<file path="src/rtl/fetch_unit.sv">
// fetch_unit: PC + fetch queue front end with redirect, stall, ECALL halt; define FETCH_TRACE_EN for fetch trace output.
module fetch_unit #(
  parameter int ADDR_W = 8,
  parameter int RESET_PC = 0,
  parameter int DEPTH = 2
) (
  input  logic              clk,
  input  logic              rst,
  output logic [ADDR_W-1:0] imem_addr,
  input  logic [31:0]       imem_instr,
  input  logic              stall,
  input  logic              redirect_valid,
  input  logic [ADDR_W-1:0] redirect_pc,
  output logic              dec_valid,
  input  logic              dec_ready,
  output logic [31:0]       dec_instr,
  output logic [ADDR_W-1:0] dec_pc,
  output logic              halted,
  output logic [15:0]       fetch_count
);
  localparam int PW = $clog2(DEPTH);
  localparam int CW = PW + 1;
  typedef enum logic {RUN, HALT} state_t;
  state_t state, state_nx;
  logic [ADDR_W-1:0] pc, hold_pc;
  logic [31:0] hold_instr;
  logic [31:0] q_instr [DEPTH];
  logic [ADDR_W-1:0] q_pc [DEPTH];
  logic [PW-1:0] wr_ptr, rd_ptr;
  logic [CW-1:0] count;
  logic push, pop, is_ecall;
  assign imem_addr = pc;
  assign dec_valid = count != '0;
  assign dec_instr = dec_valid ? q_instr[rd_ptr] : hold_instr;
  assign dec_pc = dec_valid ? q_pc[rd_ptr] : hold_pc;
  assign halted = state == HALT;
  always_comb begin
    is_ecall = imem_instr == 32'h0000_0073;
    push = state == RUN && !stall && !redirect_valid && count < CW'(DEPTH);
    pop = dec_valid && dec_ready && !redirect_valid;
    state_nx = redirect_valid ? RUN : (push && is_ecall) ? HALT : state;
  end
  always_ff @(posedge clk)
    if (rst) state <= RUN;
    else state <= state_nx;
  always_ff @(posedge clk)
    if (push) begin
      q_instr[wr_ptr] <= imem_instr;
      q_pc[wr_ptr] <= pc;
    end
  // hold registers track the visible head so outputs freeze once the queue empties
  always_ff @(posedge clk)
    if (rst) begin
      pc <= ADDR_W'(RESET_PC);
      wr_ptr <= '0;
      rd_ptr <= '0;
      count <= '0;
      fetch_count <= '0;
      hold_instr <= '0;
      hold_pc <= '0;
    end else begin
      if (dec_valid) begin
        hold_instr <= dec_instr;
        hold_pc <= dec_pc;
      end
      if (redirect_valid) begin
        pc <= redirect_pc & ~ADDR_W'(3);
        wr_ptr <= '0;
        rd_ptr <= '0;
        count <= '0;
      end else begin
        if (push) begin
          wr_ptr <= wr_ptr + PW'(1);
          pc <= pc + ADDR_W'(4);
          if (fetch_count != 16'hFFFF) fetch_count <= fetch_count + 16'd1;
        end
        if (pop) rd_ptr <= rd_ptr + PW'(1);
        count <= count + CW'(push) - CW'(pop);
      end
    end
`ifdef FETCH_TRACE_EN
  always_ff @(posedge clk)
    if (!rst) begin
      if (push) $display("fetch: pc=%h instr=%h op=%b", pc, imem_instr, imem_instr[6:0]);
      if (redirect_valid) $display("fetch: redirect -> %h", redirect_pc & ~ADDR_W'(3));
      if (push && is_ecall) $display("fetch: halted at %h", pc);
    end
`else
`endif
endmodule

</file>
<file path="config.mk">
export PLATFORM = sky130hd
export DESIGN_NAME = fetch_unit
export DESIGN_NICKNAME = d
export VERILOG_FILES = /design/src/rtl/fetch_unit.sv
export SDC_FILE = /design/constraint.sdc
export NUM_CORES = 1
export LEC_CHECK = 0
export BUFFER_PORTS_ARGS = -buffer_cell sky130_fd_sc_hd__buf_2
export CORE_ASPECT_RATIO = 1.5
export CORE_MARGIN = 1
export CORE_UTILIZATION = 46
export CTS_BUF_LIST = sky130_fd_sc_hd__clkbuf_16
export CTS_CLUSTER_SIZE = 20
export DETAILED_ROUTE_END_ITERATION = 10
export GPL_ROUTABILITY_DRIVEN = 1
export PLACE_DENSITY = 0.71
export SLEW_MARGIN = 20
export SYNTH_ARGS = -nofsm -noshare
export SYNTH_HDL_FRONTEND = slang
export SYNTH_SLANG_ARGS = --single-unit
</file>
<file path="constraint.sdc">
create_clock -name clk -period 3.1 [get_ports clk]
set_input_delay 0.62 -clock clk [delete_from_list [all_inputs] [get_ports clk]]
set_output_delay 0.62 -clock clk [all_outputs]
set_load 0.02 [all_outputs]
</file>
==> flow_summary.json, run 1 <==
{
  "first_pass_iters": 4,
  "grt.busiest_layer": "met2",
  "grt_pass1_wl_um": 18200,
  "grt_pass1_vias": 3741,
  "p_leak_nw": 2.64,
  "hold_viol": 0,
  "crit_family": "simple AND/OR/NAND/NOR gates",
  "async_flop_share_pct": 0,
  "ant_nets": 0,
  "cts_hold_buf": 0,
  "synth_area_um2": 5640,
  "gp_congestion": 0.775,
  "synth-seq-area-share_pct": 64.6,
  "synth-simple-area-share_pct": 16.3,
  "finalInstanceArea_um2": 6940,
  "slowest_stage": "nor2_4",
  "cts.sinks": 144,
  "grt_usage_pct": 19.1,
  "row_count": 49,
  "max_stage_delay_ns": 0.57,
  "initial_core_util_pct": 47.2,
  "dominantRegCellSynth": "edfxtp_1",
  "cp_cell_sequence": "nor2_4 > buf_12 > nand2_1 > o21ai_0 > buf_2",
  "layout_common_cells": "buf_2 (106), edfxtp_1 (76), dfxtp_1 (67)",
  "finalNonFillerCells": 741,
  "synth_compound_area_share_pct": 6.36,
  "routedWlPerCell_um": 15.7,
  "crit_path_end_kind": "output port",
  "arrival_ns": 2.13,
  "num_vias": 3849,
  "io_buffers": 106,
  "ys_ff_latch": 144,
  "crit_start": "count[1]",
  "antenna_found_initial": 2,
  "drt_iter0_markers": 198,
  "io_pins": 111,
  "final_common_cell": "buf_2",
  "insertion_delay_ns": 0.41,
  "fin_crit_sh_pct": 88.8,
  "grt_max_degree": 49,
  "fin_tns_setup_ns": 0,
  "fmax_mhz": 363,
  "finClkSkew_ns": 0.00824,
  "grt_setup_unrepaired": "no",
  "r2r_start": "count[1]",
  "post_cts_buffers": 0,
  "crit_required_ns": 2.48,
  "max_slew_margin_pct": 54.0,
  "syn_avg_cell_area_um2": 12.1,
  "path_max_fanout": 48,
  "htreeDepth": 4,
  "outcome": "complete, no violations",
  "ir_drop_v": 0.000336,
  "numCtsBuffers": 17,
  "critPathBufInv": 2,
  "yosys-mux-area-fraction_pct": 7.92,
  "use_met2_pct": 35.3,
  "cts_tree": "yes",
  "timing.hold.ws_ns": 0.417,
  "post_dp_cell_area_um2": 6360,
  "cts_root_buf": "clkbuf_16",
  "cts.path.max_buffers": 2,
  "min_period_ns": 2.75,
  "post-route-drc-count": 0,
  "maxCapViolCount": 0,
  "min_from": "imem_instr[9]",
  "met1_usage_pct": 20.0,
  "drv_slew": 0,
  "synthAdderAreaFrac_pct": 0.887,
  "postCtsResizedCells": 0,
  "overflow": 0,
  "synth_cells": 465,
  "fp.dieArea_um2": 12700,
  "min_path_type": "in -> reg",
  "place_inst": 708,
  "wl_um": 11600,
  "synth_warnings": 0,
  "clk_pin_slew_worst_paths_ns": 0.06,
  "dieHeight_um": 138,
  "avgViaCountPerCell": 5.19,
  "core_um2": 12000,
  "start_kind": "register",
  "tightest_slew_ns": 0.689,
  "powerDensity_nw_per_um2": 624,
  "use_met3_pct": 6.18,
  "setup_viol": 0,
  "synth-edff-count": 76,
  "synth_top_family_by_area": "simple AND/OR/NAND/NOR gates",
  "power_mw": 4.33,
  "die_w_um": 92.4,
  "synth-xor-area-share_pct": 1.40,
  "drive_above_1_share_pct": 26.4,
  "ys_types": 42,
  "fin_nets": 623,
  "syn_to_final_growth_pct": 22.9,
  "dp_hpwl_um": 7740,
  "critical_path_class": "reg -> out"
}
-- path summary, 6_finish.rpt --
check                                       end  slack [ns]  cells after the start
worst max-delay path              dec_instr[12]        0.35                      5
worst min-delay path              q_instr[0][9]        0.42                      1
worst max register to register         count[1]        0.75                     10
worst min register to register  fetch_count[15]        0.52                      2
-- kinds of logic after synthesis --
| logic type | after synthesis |
|---|---|
| and+or+nand+nor | 163 |
| adders and majority gates | 4 |
| AOI/OAI and AO/OA | 66 |
| muxes | 44 |
| other | 1 |
| DFF | 144 |
| buffers and inverters | 34 |
| xor gates and xnor gates | 9 |
-- synth_stat cells, drive strengths merged (5+ instances only) --
| library cell | count | area share (%) |
|---|---|---|
| edfxtp | 76 | 40 |
| dfxtp | 68 | 24 |
| nand2 | 48 | 3.2 |
| nor2b | 44 | 4.9 |
| o21ai | 42 | 3.7 |
| mux2i | 39 | 6.9 |
| nor2 | 15 | 1.1 |
| clkbuf | 14 | 0.93 |
| a21oi | 13 | 1.2 |
| buf | 11 | 1.0 |
| nor4 | 10 | 1.5 |
| inv | 8 | 0.53 |
| nor3 | 8 | 0.71 |
| nand4 | 7 | 1.0 |
| or4 | 7 | 0.93 |
| xor2 | 7 | 1.1 |
| o31ai | 6 | 0.80 |
| mux2 | 5 | 1.0 |
| nand3 | 5 | 0.44 |
-- cell type report --
class                           count  area [µm²]
Fill cell                         994        5020
Sequential cell                   144        3640
Multi-Input combinational cell    288        1880
Timing Repair Buffer              114         616
Clock buffer                       18         450
Tap cell                          153         191
Clock inverter                     14         123
Inverter                            9        33.8
Antenna cell                        1        2.50
-- layer usage --
metal | share of wire, % | up-vias
met3 | 4.7 | 14
met5 | 0.11 | -
met1 | 40 | 1842
met2 | 54 | 91
li1 | - | 1900
met4 | 1.4 | 2
-- power breakdown --
group	internal, mW	total, mW	switching [mW]
Sequential	2.07	2.10	0.0259
Combinational	0.100	0.285	0.185
Clock	1.21	1.95	0.738
Total	3.38	4.33	0.948
-- registers in the layout, indices dropped and copies added, names as in the netlist, named ones only --
| name | count |
|---|---|
| q_instr | 64 |
| hold_instr | 32 |
| fetch_count | 16 |
| q_pc | 12 |
| hold_pc | 8 |
| imem_addr | 6 |
| count | 2 |
| halted | 1 |
| rd_ptr | 1 |
| wr_ptr | 1 |
-- worst register-to-register path, cell delays in order (launching register included) --
cell	delay, ns
dfxtp_1	0.40
nor2_4	0.57
inv_1	0.16
nand2_1	0.16
nor2_1	0.05
ha_1	0.27
inv_1	0.06
ha_1	0.16
xor2_1	0.19
xnor2_1	0.15
nor3_1	0.06
-- metrics by stage --
step | setup WS (ns) | util [%]
floorplan | 0.482 | -
global placement | 0.701 | 53.2
detailed placement | 0.628 | 53.2
CTS | 0.331 | 58.0
global route | 0.206 | 58.0
finish | 0.348 | 58.0
Note: power is estimated with default switching activity, not from simulation.
==> run 2, diff against run 1 <==
==> constraint.sdc (replaced) <==
create_clock -name clk -period 2.4 [get_ports clk]
set_input_delay 0.48 -clock clk [delete_from_list [all_inputs] [get_ports clk]]
set_output_delay 0.48 -clock clk [all_outputs]
set_load 0.02 [all_outputs]
==> flow_summary.json, run 2 (same netlist as run 1, synthesis figures left out) <==
{
  "avgViaCountPerCell": 5.21,
  "numCtsBuffers": 17,
  "outcome": "complete, no violations",
  "worst-r2r-cell-count": 5,
  "wl_um": 11800,
  "whs_path_depth": 1,
  "syn_to_final_growth_pct": 25.1,
  "path_max_fanout": 78,
  "fin_crit_sh_pct": 94.6,
  "crit_path_end_kind": "output port",
  "cts.sinks": 144,
  "critical_path_class": "reg -> out",
  "routedWlPerCell_um": 15.8,
  "ant_nets": 0,
  "grt_pass1_wl_um": 18500,
  "worst-r2r-setup-slack_ns": 0.42,
  "final_common_cell": "buf_2",
  "io_buffers": 106,
  "fin_nets": 626,
  "overflow": 0,
  "start_kind": "register",
  "insertion_delay_ns": 0.41,
  "drt_iter0_markers": 146,
  "fmax_mhz": 440,
  "min_period_ns": 2.27,
  "largest_reg_flops": 64,
  "crit_required_ns": 1.92,
  "clk_pin_slew_worst_paths_ns": 0.06,
  "dp_hpwl_um": 7610,
  "die_w_um": 92.4,
  "gp_congestion": 0.845,
  "post_dp_cell_area_um2": 6420,
  "fin_tns_setup_ns": 0,
  "reg2reg_to": "fetch_count[14]",
  "layout_common_cells": "buf_2 (106), edfxtp_1 (76), dfxtp_1 (67)",
  "arrival_ns": 1.79,
  "htreeDepth": 4,
  "post-route-drc-count": 0,
  "initial_core_util_pct": 47.2,
  "first_pass_iters": 4,
  "grt_pass1_vias": 3920,
  "post_cts_buffers": 0,
  "min_from": "imem_instr[5]",
  "powerDensity_nw_per_um2": 831,
  "fp.dieArea_um2": 12700,
  "core_um2": 12000,
  "regMostFlops": "q_instr",
  "grt_max_degree": 79,
  "grt_setup_unrepaired": "no",
  "hold_end": "q_instr[1][5]",
  "row_count": 49,
  "hold_viol": 0,
  "finalInstanceArea_um2": 7060,
  "ir_drop_v": 0.000463,
  "dieHeight_um": 138,
  "finClkSkew_ns": 0.00926,
  "cts_hold_buf": 0,
  "min_path_type": "in -> reg",
  "cts_tree": "yes",
  "maxCapViolCount": 0,
  "drive_above_1_share_pct": 27.6,
  "top_regs": "q_instr: 64 flops, hold_instr: 32 flops, fetch_count: 16 flops",
  "place_inst": 711,
  "p_leak_nw": 2.68,
  "finalNonFillerCells": 744,
  "antenna_found_initial": 0,
  "tightest_slew_ns": 0.546,
  "utilization_pct": 59.1,
  "cts.path.max_buffers": 2,
  "setup_viol": 0,
  "r2r_start": "fetch_count[0]",
  "drv_slew": 0,
  "postCtsResizedCells": 0,
  "max_slew_margin_pct": 63.1,
  "grt_usage_pct": 19.2,
  "crit_start": "count[1]",
  "num_vias": 3877,
  "io_pins": 111,
  "cts_root_buf": "clkbuf_16"
}
## run 2: cell count changes in the layout (fill, tap and decap cells not counted)
cell | before | now
buf_12 | 2 | 5
clkinv_2 | 4 | 1
inv_6 | 0 | 3
bufinv_16 | 2 | 4
clkinv_4 | 1 | 5
clkbuf_16 | 18 | 17
inv_1 | 8 | 7
clkinv_1 | 5 | 1
## run 2: final cells by class
| class | instances | area, µm² |
|---|---|---|
| antenna | 1 | 2.50 |
| clock buffer | 17 | 425 |
| clock inverter | 15 | 210 |
| fill | 977 | 4890 |
| inverter | 9 | 33.8 |
| multi-input combinational | 288 | 1880 |
| sequential | 144 | 3640 |
| tap | 153 | 191 |
| timing repair buffer | 117 | 676 |
## run 2: how the worst max path moves through the flow
stage                            endpoint  slack [ns]  cells after the start
after floorplan             q_instr[1][0]        0.22                      2
after global placement    fetch_count[14]        0.28                      6
after detailed placement  fetch_count[14]        0.25                      6
after CTS                    dec_instr[7]        0.10                      4
after global routing         dec_instr[7]       0.009                      4
final                       dec_instr[31]        0.13                      4
## run 2: where the power goes
part	switching [mW]	leakage [nW]	internal [mW]	total, mW
registers	0.0321	1.25	2.67	2.70
logic	0.242	1.13	0.137	0.379
clock network	1.03	0.304	1.75	2.78
total	1.30	2.68	4.56	5.87
## run 2: routing by layer
metal,GRT usage (%),wire (µm)
met2,34.3,6330
met4,9.11,237
met5,0,0
met3,5.96,607
met1,20.5,4590
## run 2: per-stage QoR
stage | setup slack [ns] | total power [mW] | hold WS [ns]
2_1_floorplan | 0.221 | 2.97 | 0.520
6_report | 0.129 | 5.87 | 0.271
3_3_place_gp | 0.283 | 3.12 | 0.483
5_1_grt | 0.00894 | 6.06 | 0.257
4_1_cts | 0.105 | 5.92 | 0.257
3_5_place_dp | 0.252 | 3.14 | 0.496
## run 2: critical path: stages, from the launching register on
cell     delay (ns)
dfxtp_1        0.52
nor2_4         0.09
buf_12         0.19
o21ai_0        0.30
buf_2          0.23
==> run 3, diff against run 2 <==
--- a/config.mk
+++ b/config.mk
@@ -13,7 +13,7 @@
 export CTS_CLUSTER_SIZE = 20
 export DETAILED_ROUTE_END_ITERATION = 10
 export GPL_ROUTABILITY_DRIVEN = 1
-export PLACE_DENSITY = 0.71
+export PLACE_DENSITY = 0.68
 export SLEW_MARGIN = 20
 export SYNTH_ARGS = -nofsm -noshare
 export SYNTH_HDL_FRONTEND = slang
==> constraint.sdc (replaced) <==
create_clock -name clk -period 2.2 [get_ports clk]
set_input_delay 0.44 -clock clk [delete_from_list [all_inputs] [get_ports clk]]
set_output_delay 0.44 -clock clk [all_outputs]
set_load 0.02 [all_outputs]
==> flow_summary.json, run 3 (same netlist as run 1, synthesis figures left out) <==
{
  "htreeDepth": 4,
  "initial_core_util_pct": 47.2,
  "drv_slew": 0,
  "ant_nets": 0,
  "post_cts_buffers": 0,
  "fp.dieArea_um2": 12700,
  "worst-r2r-setup-slack_ns": 0.26,
  "numCtsBuffers": 17,
  "reg2reg_to": "fetch_count[14]",
  "arrival_ns": 1.67,
  "maxCapViolCount": 0,
  "min_path_type": "in -> reg",
  "regMostFlops": "q_instr",
  "crit_path_end_kind": "output port",
  "drt_iter0_markers": 134,
  "min_period_ns": 2.11,
  "gp_congestion": 0.770,
  "path_depth": 5,
  "routedWlPerCell_um": 15.9,
  "cts_hold_buf": 0,
  "final_common_cell": "buf_2",
  "outcome": "complete, no violations",
  "grt_pass1_wl_um": 17500,
  "num_vias": 3882,
  "wl_um": 11900,
  "worst-r2r-cell-count": 5,
  "setup_viol": 0,
  "place_inst": 714,
  "cts_tree": "yes",
  "slowest_stage": "dfxtp_2",
  "critical_path_class": "reg -> out",
  "endpoint": "dec_instr[23]",
  "io_buffers": 106,
  "hold_viol": 0,
  "fmax_mhz": 475,
  "grt_pass1_vias": 3728,
  "powerDensity_nw_per_um2": 885,
  "timing.hold.ws_ns": 0.234,
  "start_kind": "register",
  "finClkSkew_ns": 0.00922,
  "crit_required_ns": 1.76,
  "power_mw": 6.29,
  "finalNonFillerCells": 748,
  "drive_above_1_share_pct": 28.2,
  "grt_max_degree": 79,
  "io_pins": 111,
  "insertion_delay_ns": 0.41,
  "first_pass_iters": 4,
  "utilization_pct": 59.4,
  "grt_usage_pct": 18.1,
  "core_um2": 12000,
  "syn_to_final_growth_pct": 25.9,
  "path_max_fanout": 39,
  "row_count": 49,
  "antenna_cells": 0,
  "overflow": 0,
  "fin_nets": 631,
  "r2r_start": "halted",
  "clk_pin_slew_worst_paths_ns": 0.06,
  "avgViaCountPerCell": 5.19,
  "post-route-drc-count": 0,
  "p_leak_nw": 2.72,
  "critPathBufInv": 2,
  "largest_reg_flops": 64,
  "cts.sinks": 144,
  "layout_common_cells": "buf_2 (106), edfxtp_1 (76), dfxtp_1 (66)",
  "crit_family": "buffers and inverters",
  "max_stage_delay_ns": 0.37,
  "top_regs": "q_instr: 64 flops, hold_instr: 32 flops, fetch_count: 16 flops",
  "worst_slack_ns": 0.0934,
  "cts.path.max_buffers": 2,
  "antenna_found_initial": 1,
  "die_w_um": 92.4,
  "cts_root_buf": "clkbuf_16",
  "cp_cell_sequence": "nor2_4 > clkbuf_16 > nand2_1 > o21ai_0 > buf_2",
  "fin_crit_sh_pct": 95.8,
  "dieHeight_um": 138,
  "pre_cts_slack_ns": 0.0907,
  "dp_hpwl_um": 7390,
  "crit_start": "count[1]",
  "n_fill_cell": 994,
  "ir_drop_v": 0.000516
}
run 3: worst min-delay path by stage:
stage,cells past startpoint,endpoint,slack [ns],start
floorplan,2,register,0.52,rd_ptr
global placement,2,fetch_count[15],0.48,fetch_count[15]
detailed placement,2,fetch_count[15],0.50,fetch_count[15]
CTS,1,q_instr[0][1],0.21,imem_instr[1]
global route,1,q_instr[0][1],0.22,imem_instr[1]
finish,1,q_instr[0][1],0.23,imem_instr[1]
run 3: metal layers:
layer  track usage, %  part of all wire, %  wire length [µm]
met2             33.1                   55              6530
met5                0                    0                 0
met4             7.20                  1.2               137
met3             5.13                  4.2               500
met1             19.7                   40              4710
run 3: cell type report:
class,count,area [µm²],share of cell area [%]
Clock buffer,17,425,5.99
Tap cell,153,191,2.70
Sequential cell,144,3650,51.3
Multi-Input combinational cell,288,1880,26.4
Timing Repair Buffer,122,748,10.5
Clock inverter,15,181,2.55
Inverter,9,33.8,0.476
run 3: timing repair:
action / 4_1_cts / 5_1_grt
gates cloned: 0 / 2
endpoints found under the setup margin: 4 / 14
gates resized for setup: 2 / 0
pin swaps: 0 / 1
run 3: power by group:
group          internal (mW)  switching (mW)  total [mW]
logic                  0.159           0.271       0.430
clock network           1.80            1.11        2.91
registers               2.91          0.0335        2.95
run 3: metrics by stage:
stage	area, µm²	TNS, ns
finish	7100	0
global placement	6440	0
global route	7100	-0.0154
detailed placement	6440	0
CTS	7050	0
floorplan	5650	0
